--- src/rtl/vst_pkg.sv ---
// Shared types and helpers for the adaptive visual-acuity staircase controller.
//   - FSM state enum, staircase movement enum
//   - optotype direction codes (0=L, 1=R, 2=U, 3=D) and key one-hot mapping
//   - Galois LFSR geometry (8 bits, taps 8,6,5,4)
package vst_pkg;

  localparam int unsigned DIR_W  = 2;
  localparam int unsigned KEY_W  = 4;
  localparam int unsigned LFSR_W = 8;

  // Right-shift Galois mask for x^8 + x^6 + x^5 + x^4 + 1
  localparam logic [LFSR_W-1:0] LFSR_TAPS = 8'hB8;

  localparam logic [DIR_W-1:0] DIR_L = 2'd0;
  localparam logic [DIR_W-1:0] DIR_R = 2'd1;
  localparam logic [DIR_W-1:0] DIR_U = 2'd2;
  localparam logic [DIR_W-1:0] DIR_D = 2'd3;

  typedef enum logic [2:0] {
    IDLE,
    PRESENT,
    WAIT_RESP,
    EVAL,
    DONE
  } vst_state_e;

  typedef enum logic [1:0] {
    NONE,
    UP,
    DOWN
  } vst_move_e;

  // One-hot key pattern that correctly answers a given direction
  function automatic logic [KEY_W-1:0] dir_to_key(input logic [DIR_W-1:0] d);
    logic [KEY_W-1:0] k;
    k = '0;
    case (d)
      DIR_L: k = 4'b0001;
      DIR_R: k = 4'b0010;
      DIR_U: k = 4'b0100;
      DIR_D: k = 4'b1000;
    endcase
    return k;
  endfunction

  // Next direction modulo 4, used to avoid repeating the previous optotype
  function automatic logic [DIR_W-1:0] dir_rot(input logic [DIR_W-1:0] d);
    return (d == DIR_D) ? DIR_L : d + DIR_W'(1);
  endfunction

endpackage

--- src/rtl/vst_if.sv ---
// Key front-end / display side bus of the staircase controller.
//   key_restart, key_dir          : debounced key pulses into the controller
//   level_idx, optotype_dir,
//   show_valid, answer_ok/bad,
//   test_done, result_level/fail  : registered status towards the display drivers
// master = key/display side, slave = controller.
interface vst_if #(
  parameter int unsigned LVL_W = 3
);
  logic             key_restart;
  logic [3:0]       key_dir;
  logic [LVL_W-1:0] level_idx;
  logic [1:0]       optotype_dir;
  logic             show_valid;
  logic             answer_ok;
  logic             answer_bad;
  logic             test_done;
  logic [LVL_W-1:0] result_level;
  logic             result_fail;

  modport master (
    output key_restart, key_dir,
    input  level_idx, optotype_dir, show_valid, answer_ok, answer_bad,
    input  test_done, result_level, result_fail
  );

  modport slave (
    input  key_restart, key_dir,
    output level_idx, optotype_dir, show_valid, answer_ok, answer_bad,
    output test_done, result_level, result_fail
  );
endinterface

--- src/rtl/vst_lfsr.sv ---
// 8-bit Galois LFSR (taps 8,6,5,4) producing the raw optotype direction.
//   clk, rst  : clock, synchronous active-high reset (loads seed)
//   seed      : load value; must be non-zero or the register locks at 0
//   advance   : step the register this cycle
//   dir_raw_c : low two bits of the stepped value (combinational)
module vst_lfsr
  import vst_pkg::*;
(
  input  logic              clk,
  input  logic              rst,
  input  logic [LFSR_W-1:0] seed,
  input  logic              advance,
  output logic [DIR_W-1:0]  dir_raw_c
);

  logic [LFSR_W-1:0] lfsr_q;
  logic [LFSR_W-1:0] lfsr_d;
  logic [LFSR_W-1:0] lfsr_step;

  // One Galois step and the hold/advance select
  always_comb begin
    lfsr_step = lfsr_q >> 1;
    if (lfsr_q[0]) begin
      lfsr_step = lfsr_step ^ LFSR_TAPS;
    end
    lfsr_d = advance ? lfsr_step : lfsr_q;
  end

  always_ff @(posedge clk) begin
    if (rst) begin
      lfsr_q <= seed;
    end else begin
      lfsr_q <= lfsr_d;
    end
  end

  // Direction is taken from the value the register moves to on this advance
  assign dir_raw_c = lfsr_step[DIR_W-1:0];

endmodule

--- src/rtl/vision_staircase_ctrl.sv ---
// Adaptive staircase controller for the LED-matrix visual-acuity test.
//   sys_clk, sys_rst : clock, synchronous active-high reset
//   bus (vst_if.slave):
//     key_restart, key_dir  : restart pulse and one-hot answer pulses (L,R,U,D)
//     level_idx             : level under test (0 coarsest)
//     optotype_dir          : direction shown, 0=L 1=R 2=U 3=D
//     show_valid            : waiting for an answer
//     answer_ok/answer_bad  : one-cycle scoring pulses
//     test_done, result_level, result_fail : final result, held until restart
// Optional build macro VST_TIMEOUT_EN adds a TIMEOUT_CYC response window that
// scores a missing answer as wrong.
module vision_staircase_ctrl
  import vst_pkg::*;
#(
  parameter int unsigned       NUM_LEVELS  = 8,
  parameter int unsigned       START_LEVEL = 4,
  parameter int unsigned       PASS_COUNT  = 1,
  parameter int unsigned       FAIL_COUNT  = 1,
  parameter logic [LFSR_W-1:0] LFSR_SEED   = 8'hA5,
  parameter int unsigned       TIMEOUT_CYC = 5_000_000,
  parameter int unsigned       LVL_W       = (NUM_LEVELS > 1) ? $clog2(NUM_LEVELS) : 1
) (
  input logic  sys_clk,
  input logic  sys_rst,
  vst_if.slave bus
);

  localparam int unsigned CNT_MAX = (PASS_COUNT > FAIL_COUNT) ? PASS_COUNT : FAIL_COUNT;
  localparam int unsigned CNT_W   = (CNT_MAX > 0) ? $clog2(CNT_MAX + 1) : 1;

  vst_state_e       state_q, state_d;
  vst_move_e        move_q, move_d;
  logic [LVL_W-1:0] level_q, level_d;
  logic [CNT_W-1:0] ok_cnt_q, ok_cnt_d;
  logic [CNT_W-1:0] bad_cnt_q, bad_cnt_d;
  logic [DIR_W-1:0] dir_q, dir_d;
  logic             show_valid_q, show_valid_d;
  logic             answer_ok_q, answer_ok_d;
  logic             answer_bad_q, answer_bad_d;
  logic             test_done_q, test_done_d;
  logic [LVL_W-1:0] result_level_q, result_level_d;
  logic             result_fail_q, result_fail_d;

  logic             lfsr_adv_c;
  logic [DIR_W-1:0] lfsr_dir_c;
  logic [CNT_W-1:0] ok_inc_c;
  logic [CNT_W-1:0] bad_inc_c;
  logic             tmo_hit_c;

  vst_lfsr u_lfsr (
    .clk      (sys_clk),
    .rst      (sys_rst),
    .seed     (LFSR_SEED),
    .advance  (lfsr_adv_c),
    .dir_raw_c(lfsr_dir_c)
  );

`ifdef VST_TIMEOUT_EN
  localparam int unsigned TMO_W = (TIMEOUT_CYC > 1) ? $clog2(TIMEOUT_CYC) : 1;

  logic [TMO_W-1:0] tmo_q, tmo_d;

  // Response window: counts only while waiting, so every entry starts at 0
  always_comb begin
    tmo_d = '0;
    if (state_q == WAIT_RESP) begin
      tmo_d = tmo_q + TMO_W'(1);
    end
  end

  assign tmo_hit_c = (tmo_q == TMO_W'(TIMEOUT_CYC - 1));

  always_ff @(posedge sys_clk) begin
    if (sys_rst) begin
      tmo_q <= '0;
    end else begin
      tmo_q <= tmo_d;
    end
  end
`else
  assign tmo_hit_c = 1'b0;
`endif

  // Saturating per-level answer counters
  assign ok_inc_c  = (ok_cnt_q == CNT_W'(CNT_MAX)) ? ok_cnt_q : ok_cnt_q + CNT_W'(1);
  assign bad_inc_c = (bad_cnt_q == CNT_W'(CNT_MAX)) ? bad_cnt_q : bad_cnt_q + CNT_W'(1);

  // Next-state and registered-output logic
  always_comb begin
    state_d        = state_q;
    move_d         = move_q;
    level_d        = level_q;
    ok_cnt_d       = ok_cnt_q;
    bad_cnt_d      = bad_cnt_q;
    dir_d          = dir_q;
    answer_ok_d    = 1'b0;
    answer_bad_d   = 1'b0;
    test_done_d    = test_done_q;
    result_level_d = result_level_q;
    result_fail_d  = result_fail_q;
    lfsr_adv_c     = 1'b0;

    if (bus.key_restart) begin
      // Restart wins over any answer presented in the same cycle
      state_d        = PRESENT;
      move_d         = NONE;
      level_d        = LVL_W'(START_LEVEL);
      ok_cnt_d       = '0;
      bad_cnt_d      = '0;
      test_done_d    = 1'b0;
      result_level_d = '0;
      result_fail_d  = 1'b0;
    end else begin
      case (state_q)
        IDLE: begin
        end

        PRESENT: begin
          lfsr_adv_c = 1'b1;
          dir_d      = (lfsr_dir_c == dir_q) ? dir_rot(lfsr_dir_c) : lfsr_dir_c;
          state_d    = WAIT_RESP;
        end

        WAIT_RESP: begin
          // Scored here so the pulse appears the cycle after the key
          if (bus.key_dir != '0) begin
            state_d      = EVAL;
            answer_ok_d  = (bus.key_dir == dir_to_key(dir_q));
            answer_bad_d = (bus.key_dir != dir_to_key(dir_q));
          end else if (tmo_hit_c) begin
            state_d      = EVAL;
            answer_bad_d = 1'b1;
          end
        end

        EVAL: begin
          state_d = PRESENT;
          if (answer_ok_q) begin
            ok_cnt_d = ok_inc_c;
            if (ok_inc_c >= CNT_W'(PASS_COUNT)) begin
              if ((move_q == DOWN) || (level_q == LVL_W'(NUM_LEVELS - 1))) begin
                state_d        = DONE;
                test_done_d    = 1'b1;
                result_level_d = level_q;
              end else begin
                level_d   = level_q + LVL_W'(1);
                move_d    = UP;
                ok_cnt_d  = '0;
                bad_cnt_d = '0;
              end
            end
          end else begin
            bad_cnt_d = bad_inc_c;
            if (bad_inc_c >= CNT_W'(FAIL_COUNT)) begin
              if (move_q == UP) begin
                // Level above was failed after climbing: last passed level is one below
                state_d        = DONE;
                test_done_d    = 1'b1;
                result_level_d = level_q - LVL_W'(1);
              end else if (level_q == '0) begin
                state_d        = DONE;
                test_done_d    = 1'b1;
                result_fail_d  = 1'b1;
                result_level_d = '0;
              end else begin
                level_d   = level_q - LVL_W'(1);
                move_d    = DOWN;
                ok_cnt_d  = '0;
                bad_cnt_d = '0;
              end
            end
          end
        end

        DONE: begin
        end

        default: begin
          state_d = IDLE;
        end
      endcase
    end

    show_valid_d = (state_d == WAIT_RESP);
  end

  always_ff @(posedge sys_clk) begin
    if (sys_rst) begin
      state_q        <= IDLE;
      move_q         <= NONE;
      level_q        <= '0;
      ok_cnt_q       <= '0;
      bad_cnt_q      <= '0;
      dir_q          <= '0;
      show_valid_q   <= 1'b0;
      answer_ok_q    <= 1'b0;
      answer_bad_q   <= 1'b0;
      test_done_q    <= 1'b0;
      result_level_q <= '0;
      result_fail_q  <= 1'b0;
    end else begin
      state_q        <= state_d;
      move_q         <= move_d;
      level_q        <= level_d;
      ok_cnt_q       <= ok_cnt_d;
      bad_cnt_q      <= bad_cnt_d;
      dir_q          <= dir_d;
      show_valid_q   <= show_valid_d;
      answer_ok_q    <= answer_ok_d;
      answer_bad_q   <= answer_bad_d;
      test_done_q    <= test_done_d;
      result_level_q <= result_level_d;
      result_fail_q  <= result_fail_d;
    end
  end

  assign bus.level_idx    = level_q;
  assign bus.optotype_dir = dir_q;
  assign bus.show_valid   = show_valid_q;
  assign bus.answer_ok    = answer_ok_q;
  assign bus.answer_bad   = answer_bad_q;
  assign bus.test_done    = test_done_q;
  assign bus.result_level = result_level_q;
  assign bus.result_fail  = result_fail_q;

endmodule

--- src/flat_wrapper.sv ---
// flat-port wrapper written by rule: the top's interface ports become plain ports
module vision_staircase_ctrl_flat import vst_pkg::*;
#(
  parameter int unsigned       NUM_LEVELS  = 8,
  parameter int unsigned       START_LEVEL = 4,
  parameter int unsigned       PASS_COUNT  = 1,
  parameter int unsigned       FAIL_COUNT  = 1,
  parameter logic [LFSR_W-1:0] LFSR_SEED   = 8'hA5,
  parameter int unsigned       TIMEOUT_CYC = 5_000_000,
  parameter int unsigned       LVL_W       = (NUM_LEVELS > 1) ? $clog2(NUM_LEVELS) : 1
)
  (sys_clk, sys_rst, bus_key_restart, bus_key_dir, bus_level_idx, bus_optotype_dir, bus_show_valid, bus_answer_ok, bus_answer_bad, bus_test_done, bus_result_level, bus_result_fail);
  vst_if #(.LVL_W(LVL_W)) bus_i ();
  input logic sys_clk;
  input logic sys_rst;
  input wire logic [$bits(bus_i.key_restart)-1:0] bus_key_restart;
  input wire logic [$bits(bus_i.key_dir)-1:0] bus_key_dir;
  output wire logic [$bits(bus_i.level_idx)-1:0] bus_level_idx;
  output wire logic [$bits(bus_i.optotype_dir)-1:0] bus_optotype_dir;
  output wire logic [$bits(bus_i.show_valid)-1:0] bus_show_valid;
  output wire logic [$bits(bus_i.answer_ok)-1:0] bus_answer_ok;
  output wire logic [$bits(bus_i.answer_bad)-1:0] bus_answer_bad;
  output wire logic [$bits(bus_i.test_done)-1:0] bus_test_done;
  output wire logic [$bits(bus_i.result_level)-1:0] bus_result_level;
  output wire logic [$bits(bus_i.result_fail)-1:0] bus_result_fail;
  assign bus_i.key_restart = bus_key_restart;
  assign bus_i.key_dir = bus_key_dir;
  assign bus_level_idx = bus_i.level_idx;
  assign bus_optotype_dir = bus_i.optotype_dir;
  assign bus_show_valid = bus_i.show_valid;
  assign bus_answer_ok = bus_i.answer_ok;
  assign bus_answer_bad = bus_i.answer_bad;
  assign bus_test_done = bus_i.test_done;
  assign bus_result_level = bus_i.result_level;
  assign bus_result_fail = bus_i.result_fail;
  vision_staircase_ctrl #(.NUM_LEVELS(NUM_LEVELS), .START_LEVEL(START_LEVEL), .PASS_COUNT(PASS_COUNT), .FAIL_COUNT(FAIL_COUNT), .LFSR_SEED(LFSR_SEED), .TIMEOUT_CYC(TIMEOUT_CYC), .LVL_W(LVL_W)) u_core (.sys_clk(sys_clk), .sys_rst(sys_rst), .bus(bus_i));
endmodule
--- config.mk ---
export PLATFORM = sky130hd
export DESIGN_NAME = vision_staircase_ctrl_flat
export DESIGN_NICKNAME = d
export VERILOG_FILES = /design/src/rtl/vst_pkg.sv /design/src/rtl/vst_if.sv /design/src/rtl/vst_lfsr.sv /design/src/rtl/vision_staircase_ctrl.sv /design/src/flat_wrapper.sv
export SDC_FILE = /design/constraint.sdc
export NUM_CORES = 1
export LEC_CHECK = 0
export BUFFER_PORTS_ARGS = -buffer_cell sky130_fd_sc_hd__buf_2
export CAP_MARGIN = 20
export CORE_ASPECT_RATIO = 1.75
export CORE_MARGIN = 2
export CORE_UTILIZATION = 38
export CTS_CLUSTER_DIAMETER = 100
export DETAILED_ROUTE_END_ITERATION = 10
export SLEW_MARGIN = 40
export SYNTH_ARGS = -nofsm -noshare
export SYNTH_HDL_FRONTEND = slang
export SYNTH_HIERARCHICAL = 1
export SYNTH_SLANG_ARGS = --single-unit
--- constraint.sdc ---
create_clock -name sys_clk -period 2.2 [get_ports sys_clk]
set_clock_uncertainty 0.15 [all_clocks]
set_input_delay 0.44 -clock sys_clk [delete_from_list [all_inputs] [get_ports sys_clk]]
set_output_delay 0.44 -clock sys_clk [all_outputs]
set_load 0.01 [all_outputs]
Word level (Yosys, flattened, before mapping):

Cells that the tools add are included.

* register bits after elaboration: 28
* output and inout port bits: 13
* word-level logic and storage cells: 128

* $add $sub $neg: 5
* magnitude comparators: 2
* equality and inequality tests: 24
* mux-type cells: 58
* bitwise logic cells: 6
* reduce and logical (&&, ||, !) cells: 19

Operators by type and width (count)
* $mux W3: 22
* $mux W1: 22
* $mux W2: 8
* $pmux W4 S4: 1
* $mux W4: 3
* $pmux W3 S4: 1
* $reduce_and A6 Y1: 2
* $reduce_and A5 Y1: 2
* $eq A3 B2 Y1 const B: 3
* $eq A2 B2 Y1 const B: 4
* $mux W8: 1
* $eq A3 B3 Y1 const B: 2
* $logic_not A3 Y1: 2
* $ne A2 B2 Y1 const B: 3
* $ne A3 B2 Y1 const B: 2
* $ne A3 B3 Y1 const B: 2
* $reduce_bool A3 Y1: 2
* $not A1 Y1: 5
* $eq A2 B1 Y1 const B: 2
* $eq A4 B4 Y1: 1
* $ne A2 B1 Y1 const B: 2
* $ne A4 B4 Y1: 1
* $not A3 Y4: 1
* $reduce_and A4 Y1: 1
* other kinds (15): 19

Logic depth before layout (Yosys ltp):

Gate-level depths: netlist of the first run.

* depth in word-level cells: 8
* depth in mapped cells: 7
* mapped depth without buffers: 6

By module:

The synthesis of the first run kept the hierarchy.

By module, submodules not included
* vision_staircase_ctrl: times used 1, cells each 111, area an instance 984.7 µm², sequential area each 360.3 µm²
* vst_lfsr: times used 1, cells each 26, area an instance 392.9 µm², sequential area each 240.2 µm²

Worst setup path before layout of the first run:

OpenSTA, ideal clock, no wires.

* path type: register to register
* from: reg u_core.level_q[0], in the netlist u_core/bus.level_idx[0]
* to: reg u_core.state_q[2]
* library setup time: 0.130 ns
* arrival time: 1.601 ns
* data required time: 1.920 ns
* setup slack: 0.319 ns
* stages on the path, launching flop included: 8
* path through: dfxtp_1 -> inv_1 -> ha_1 -> nor2b_1 -> o32a_1 -> buf_2 -> a22oi_1 -> nor2_1

* cells in the longest elaborated chain, start to end: 7
* elaborated cells on any way between the ends: 11
* those cells by class: eq/ne: 1; mux: 8; reduce/logical: 2

Ends and longest elaborated chain
* from (decl): RTL line vision_staircase_ctrl.sv:33 `logic [LVL_W-1:0] level_q, level_d;`
* from (signal assigned): RTL line vision_staircase_ctrl.sv:204 `level_q <= level_d;`
* $logic_not A3 Y1 / $eq A3 B3 Y1 (equally long branches): RTL line vision_staircase_ctrl.sv:160, vision_staircase_ctrl.sv:141
* $mux W3 / $logic_or A1 B1 Y1 (equally long branches): RTL line vision_staircase_ctrl.sv:160, vision_staircase_ctrl.sv:141
* $mux W3 (on tied branches): RTL line vision_staircase_ctrl.sv:155, vision_staircase_ctrl.sv:141
* $mux W3 (on tied branches): RTL line vision_staircase_ctrl.sv:154, vision_staircase_ctrl.sv:140
* $mux W3 *: RTL line vision_staircase_ctrl.sv:138 `if (answer_ok_q) begin`
* $pmux W3 S4 *: RTL line vision_staircase_ctrl.sv:114 `case (state_q)`
* $mux W3 *: RTL line vision_staircase_ctrl.sv:103 `if (bus.key_restart) begin`
* to (signal assigned): RTL line vision_staircase_ctrl.sv:202 `state_q <= state_d;`
* to (decl): RTL line vision_staircase_ctrl.sv:31 `vst_state_e state_q, state_d;`

Mark *: on every way between the ends. The rest lies on a longest branch, timed or not.
A chain may end at the register's enable or synchronous reset.

Worst setup path after layout of the first run:

* from: reg u_core.level_q[0], in the netlist u_core/bus.level_idx[0]
* to: reg u_core.result_level_q[2], in the netlist u_core/bus.result_level[2]

* cells in the longest elaborated chain, start to end: 4
* elaborated cells on any way between the ends: 10
* those cells by class: add/sub: 1; eq/ne: 2; mux: 3; reduce/logical: 4

Ends and longest elaborated chain
* $sub A3 B1 Y3 / $eq A3 B3 Y1 (equally long branches): RTL line vision_staircase_ctrl.sv:159, vision_staircase_ctrl.sv:141
* $mux W3 / $logic_or A1 B1 Y1 (equally long branches): RTL line vision_staircase_ctrl.sv:155, vision_staircase_ctrl.sv:141
* $mux W3 / $ne A2 B2 Y1 (equally long branches)
* $mux W3 / $reduce_and A5 Y1 (equally long branches)
* to (signal assigned): RTL line vision_staircase_ctrl.sv:212 `result_level_q <= result_level_d;`
* to (decl): RTL line vision_staircase_ctrl.sv:41 `logic [LVL_W-1:0] result_level_q, result_level_d;`

Parallel ways exist; a longest one is shown, timed or not. The select of a mux whose other input is x is not followed.

==> results of run 1 <==
## layout make-up
| type | instances | area [um2] | area share (%) |
|---|---|---|---|
| clock buffers | 3 | 41.3 | 2.60 |
| well taps | 46 | 57.6 | 3.62 |
| clock inverters | 1 | 30.0 | 1.89 |
| flip-flops and latches | 26 | 601 | 37.8 |
| inverters | 3 | 11.3 | 0.709 |
| multi-input cells | 107 | 744 | 46.9 |
| repair buffers | 20 | 103 | 6.46 |
## power groups by stage
stage	Combinational [mW]	Clock (mW)	Sequential, mW
after floorplan	0.0913	0	0.548
after global placement	0.110	0	0.551
after detailed placement	0.114	0	0.555
after CTS	0.115	0.407	0.544
after global routing	0.129	0.423	0.547
final	0.115	0.393	0.543
## worst max-delay path: cells and delay by family (launching register included)
kind,cells,cell delay [ps]
AOI/OAI and AO/OA,3,890
buffers and inverters,1,120
DFF,1,350
and+or+nand+nor,1,270
adders and majority gates,1,150
## flip-flops by register name (all words and copies together) (netlist names)
register                 flops
u_core/bus.test_done         1
u_core/bus.answer_ok         1
u_core/state_q               3
u_core/bus.result_level      3
u_core/u_lfsr/lfsr_q         8
u_core/bus.result_fail       1
u_core/bus.answer_bad        1
u_core/bus.level_idx         3
u_core/bus.optotype_dir      2
u_core/bus.show_valid        1
u_core/move_q                2
## final timing paths
check | from | endpoint | slack, ps | cells past startpoint
worst max-delay path | u_core/bus.level_idx[0] | u_core/bus.result_level[2] | 190 | 6
worst max register to register | u_core/bus.level_idx[0] | u_core/bus.result_level[2] | 190 | 6
worst min-delay path | bus_key_restart | u_core/state_q[0] | 320 | 3
worst min register to register | u_core/bus.test_done | u_core/bus.test_done | 340 | 2
## per-stage QoR
stage	setup WS (ps)	cells	util (%)
2_1_floorplan	319	143	-
3_3_place_gp	314	202	42.6
3_5_place_dp	216	202	42.6
4_1_cts	196	206	44.7
5_1_grt	17.9	206	44.7
6_report	189	206	44.7
## cell families after synthesis
group | Yosys count | synth area share (%)
mux | 7 | 6.36
buf+inv | 10 | 4.00
other cells | 2 | 0.545
simple gates | 46 | 19.3
compound gates | 33 | 16.6
xor+xnor | 8 | 5.09
fa+ha+maj | 5 | 4.54
flops | 26 | 43.6
## metal layers
metal / vias to the layer above / track usage (%)
met2: 18 / 26.8
met3: 7 / 2.33
met5: - / 0
li1: 537 / -
met4: 0 / 7.83
met1: 502 / 15.8
## Yosys cell counts (all sizes together)
cell type   n
a2111oi     2
a211oi      3
a21oi      12
a22oi       1
a311oi      2
a31oi       1
and2        1
and3        1
and3b       1
and4b       1
buf         5
clkbuf      2
conb        2
dfxtp      18
edfxtp      8
ha          5
inv         3
mux2        5
mux2i       2
nand2       4
nand2b      4
nand3       2
nand3b      2
nor2       11
nor2b       4
nor3        7
nor4        1
nor4b       3
o21ai       9
o21bai      1
o32a        1
o32ai       1
or2         2
or3         1
or3b        1
xnor2       6
xor2        2
==> key figures, run 1 <==
Run status
  – Outcome: completed

Logic synthesis
  – #FFs+latches synth: 26
  – Syn Area/Cell: 10.1 um2
  – Synth Warn #: 6
  – Dominant cells by area after synthesis: dfxtp_1 26%, edfxtp_1 17%, ha_1 4.5%
  – Cell Area, Synth: 1380 um2
  – Synth top area share: 26.2%
  – Top cell type by total area after synthesis: dfxtp_1
  – Register area share after synthesis: 43.6%
  – Cells after Synth: 137
  – Post-synth cell types: 44

Placement
  – Gp weighted congestion: 0.845
  – Input/output buffers: 19
  – Post-DP HPWL: 2060 um
  – Placed cell area: 1520 um2

Floorplan
  – Initial Util: 38.7%
  – Chip height: 83.7 um
  – Die Wd: 49.5 um
  – Boundary Pins: 20
  – Rows: 29
  – Core area: 3560 um2
  – DIE AREA: 4140 um2

Power and ir drop
  – Int Power: 819 uW
  – Comb pwr share: 10.9%
  – Static leakage: 0.612 nW
  – Switch share: 22.1%
  – Tot Pwr: 1.05 mW
  – Reg power frac: 51.6%
  – Clk network pwr share: 37.4%
  – Pwr/cell area: 662 nW/um2
  – VDD IR max: 0.000336 V
  – P_sw: 232 uW

Clock tree
  – H-tree levels: 1
  – Worst skew pair latency: 270 ps
  – Clock buffer depth: 2
  – Hold buffers post-CTS: 0
  – Setup bufs post-CTS: 0
  – Clock-pin slew on the worst setup and hold paths: 90 ps
  – CTS Root Cell: clkbuf_8
  – Total CTS buffers: 3
  – CTS tree: built
  – Num Clock Sinks: 26
  – Post-CTS sizing: 0

Timing
  – TNS Setup: 0 ps
  – Min Tclk post-route: 2010 ps
  – Fmax achieved: 0.497 GHz
  – Fin crit share: 91.4%
  – Hold WS: 324 ps
  – RSZ-0062 raised after global routing: false
  – Final Max Slew Viols: 0
  – Final hold vios: 0
  – Final setup fails: 0

Final layout
  – Fillers: 375
  – Design Area, Final: 1590 um2
  – P&R area growth vs syn: 15.3%
  – Layout net count: 173
  – Most common cell after layout, fill and taps aside: buf_2
  – Commonest non-fill, non-tap cells in the layout: 19 x buf_2, 18 x dfxtp_1, 12 x a21oi_1
  – Share of cells above drive strength 1: 22.5%
  – Antenna diode count: 0

Global routing
  – Number of global-route vias before repair: 1029
  – First-pass GRT wire length: 4730 um
  – Largest net degree at the start of global routing: 18
  – Initial antenna violation count: 0
  – Total gr overflow: 0
  – Global Route Usage Sum: 14.7%

Setup path
  – Critical path arrival: 2050 ps
  – Crit path max fanout: 12
  – CP max-delay cell: o32a_1
  – Critical-path cell list: inv_1, ha_1, nor2b_1, o32a_1, a21oi_1, a311oi_2
  – Crit path kind: reg2reg
  – Slowest stage delay, CP: 500 ps
  – Crit path capture type: flip-flop
  – CP required: 2240 ps
  – Startpoint types: flip-flop

Detailed routing
  – Drt pass-1 iters: 4
  – Top layer in use: met4
  – Avg WL per Cell: 13.4 um
  – DR iter-0 viols: 24
  – Vias/cell: 5.17
  – Via count: 1064
  – Metal-1 WL: 1130 um
  – Routed Wire Length: 2760 um
  – Met2 WL: 1490 um
  – Drt drc: 0
  – Detail Route met3 WL: 67 um
  – Final ANT Viol Nets: 0

Run
  – Max-cap violation count: 0

Worst hold path
  – Hold Path Class: in2reg
(Power assumes the default switching activity.)
==> run 2, diff against run 1 <==
- ABC_CLOCK_PERIOD_IN_PS: unset -> 2100
- REMOVE_ABC_BUFFERS: unset -> 1
- clock period: 2.2 -> 2.1 ns (I/O delays scaled with it)
==> run 2 against run 1 <==
Against the previous run:
- global-route usage up 0.052 points
- sequential cell count is the same
- register-to-register slack worse by 40 ps
- utilization is 0.67 points lower
- maximum frequency is 3.1% higher
- critical endpoint is now u_core/bus.result_level[1]
==> key figures, run 2 (synthesis gave the netlist of run 1 again) <==
Detailed routing
  – Routed Wire Length: 2810 um
  – DR iter-0 viols: 35
  – Drt drc: 0
  – Vias/cell: 5.19
  – Avg WL per Cell: 13.6 um
  – Final ANT Viol Nets: 0
  – Via count: 1069
  – Drt pass-1 iters: 4

Setup path
  – Crit path max fanout: 12
  – Crit path kind: reg2reg
  – CP required: 2070 ps
  – Crit path capture type: flip-flop
  – Startpoint types: flip-flop
  – Critical path arrival: 1920 ps

Floorplan
  – Chip height: 83.7 um
  – DIE AREA: 4140 um2
  – Boundary Pins: 20
  – Die Wd: 49.5 um
  – Initial Util: 38.7%
  – Rows: 29
  – Core area: 3560 um2

Timing
  – Fin crit share: 92.9%
  – Final hold vios: 0
  – Fmax achieved: 0.513 GHz
  – Min Tclk post-route: 1950 ps
  – RSZ-0062 raised after global routing: false
  – Final Max Slew Viols: 0
  – Worst Tran Pin Value: 519 ps
  – TNS Setup: 0 ps
  – Slew HR: 65.3%
  – Final setup fails: 0

Placement
  – Gp weighted congestion: 0.749
  – Input/output buffers: 19
  – Placed cell area: 1520 um2
  – Post-DP HPWL: 2100 um

Run status
  – Outcome: completed

Final layout
  – Largest reg by FF count: u_core/u_lfsr/lfsr_q
  – Share of cells above drive strength 1: 22.5%
  – Layout net count: 173
  – Commonest non-fill, non-tap cells in the layout: 19 x buf_2, 18 x dfxtp_1, 12 x a21oi_1
  – P&R area growth vs syn: 13.5%
  – Final core utilization: 44.0%
  – Most common cell after layout, fill and taps aside: buf_2
  – Antenna diode count: 0
  – Fillers: 377
  – Max FFs per register: 8
  – Design Area, Final: 1560 um2

Global routing
  – Number of global-route vias before repair: 1070
  – Initial antenna violation count: 0
  – Largest net degree at the start of global routing: 18
  – First-pass GRT wire length: 4860 um
  – Global Route Usage Sum: 14.8%
  – Total gr overflow: 0

Clock tree
  – H-tree levels: 1
  – Clock buffer depth: 2
  – CTS tree: built
  – Num Clock Sinks: 26
  – Total CTS buffers: 3
  – Clock-pin slew on the worst setup and hold paths: 90 ps
  – CTS Root Cell: clkbuf_8
  – Worst skew pair latency: 260 ps

Worst hold path
  – Hold Path Class: reg2reg

Power and ir drop
  – Static leakage: 0.600 nW
  – Pwr/cell area: 617 nW/um2
  – VDD IR max: 0.000439 V

Run
  – Max-cap violation count: 0
-- run 2: layout make-up --
| cell class | instances | area [um2] | area share (%) |
|---|---|---|---|
| Sequential cell | 26 | 601 | 38.4 |
| Clock inverter | 1 | 3.75 | 0.240 |
| Tap cell | 46 | 57.6 | 3.68 |
| Multi-Input combinational cell | 107 | 747 | 47.8 |
| Timing Repair Buffer | 20 | 103 | 6.56 |
| Clock buffer | 3 | 41.3 | 2.64 |
| Inverter | 3 | 11.3 | 0.720 |
-- run 2: final timing paths --
check                               start                    endpoint  slack, ps  cells after the start
setup / recovery  u_core/bus.level_idx[0]  u_core/bus.result_level[1]        150                      6
hold / removal     u_core/bus.result_fail      u_core/bus.result_fail        330                      2
setup reg to reg  u_core/bus.level_idx[0]  u_core/bus.result_level[1]        150                      6
hold reg to reg    u_core/bus.result_fail      u_core/bus.result_fail        330                      2
-- run 2: worst max-delay path, cell delays in order (launching register included) --
cell and delay, ps:
dfxtp_1 420, inv_1 100, ha_1 190, nor2b_1 170, o32a_2 500, a21oi_1 210, a311oi_2 70
-- run 2: metrics by stage --
stage	hold WS, ps	std cells	setup slack (ps)	power [mW]
after floorplan	320	136	238	0.659
after global placement	326	202	216	0.694
after detailed placement	312	202	91.2	0.703
after CTS	332	206	74.1	0.983
after global routing	366	206	35.3	1.02
final	328	206	149	0.965
-- run 2: what timing repair did --
item | in CTS | in global routing
hold endpoints to repair | 0 | 0
buffers inserted | 0 | 0
endpoints found under the setup margin | 0 | 5
gates resized for setup | 0 | 2
hold buffers | 0 | 0
-- run 2: power breakdown --
| group | internal [mW] | switching, mW |
|---|---|---|
| clock | 0.131 | 0.145 |
| combinational | 0.0579 | 0.0641 |
| sequential | 0.545 | 0.0227 |
-- run 2: metal layers --
metal | vias to the layer above | part of all wire (%) | global-route usage [%] | wire, um
li1 | 533 | - | - | -
met1 | 514 | 42 | 16.7 | 1170
met2 | 20 | 55 | 27.5 | 1540
met4 | 0 | 0.75 | 5.30 | 21
met5 | - | 0 | 0 | 0
met3 | 2 | 2.7 | 1.79 | 76
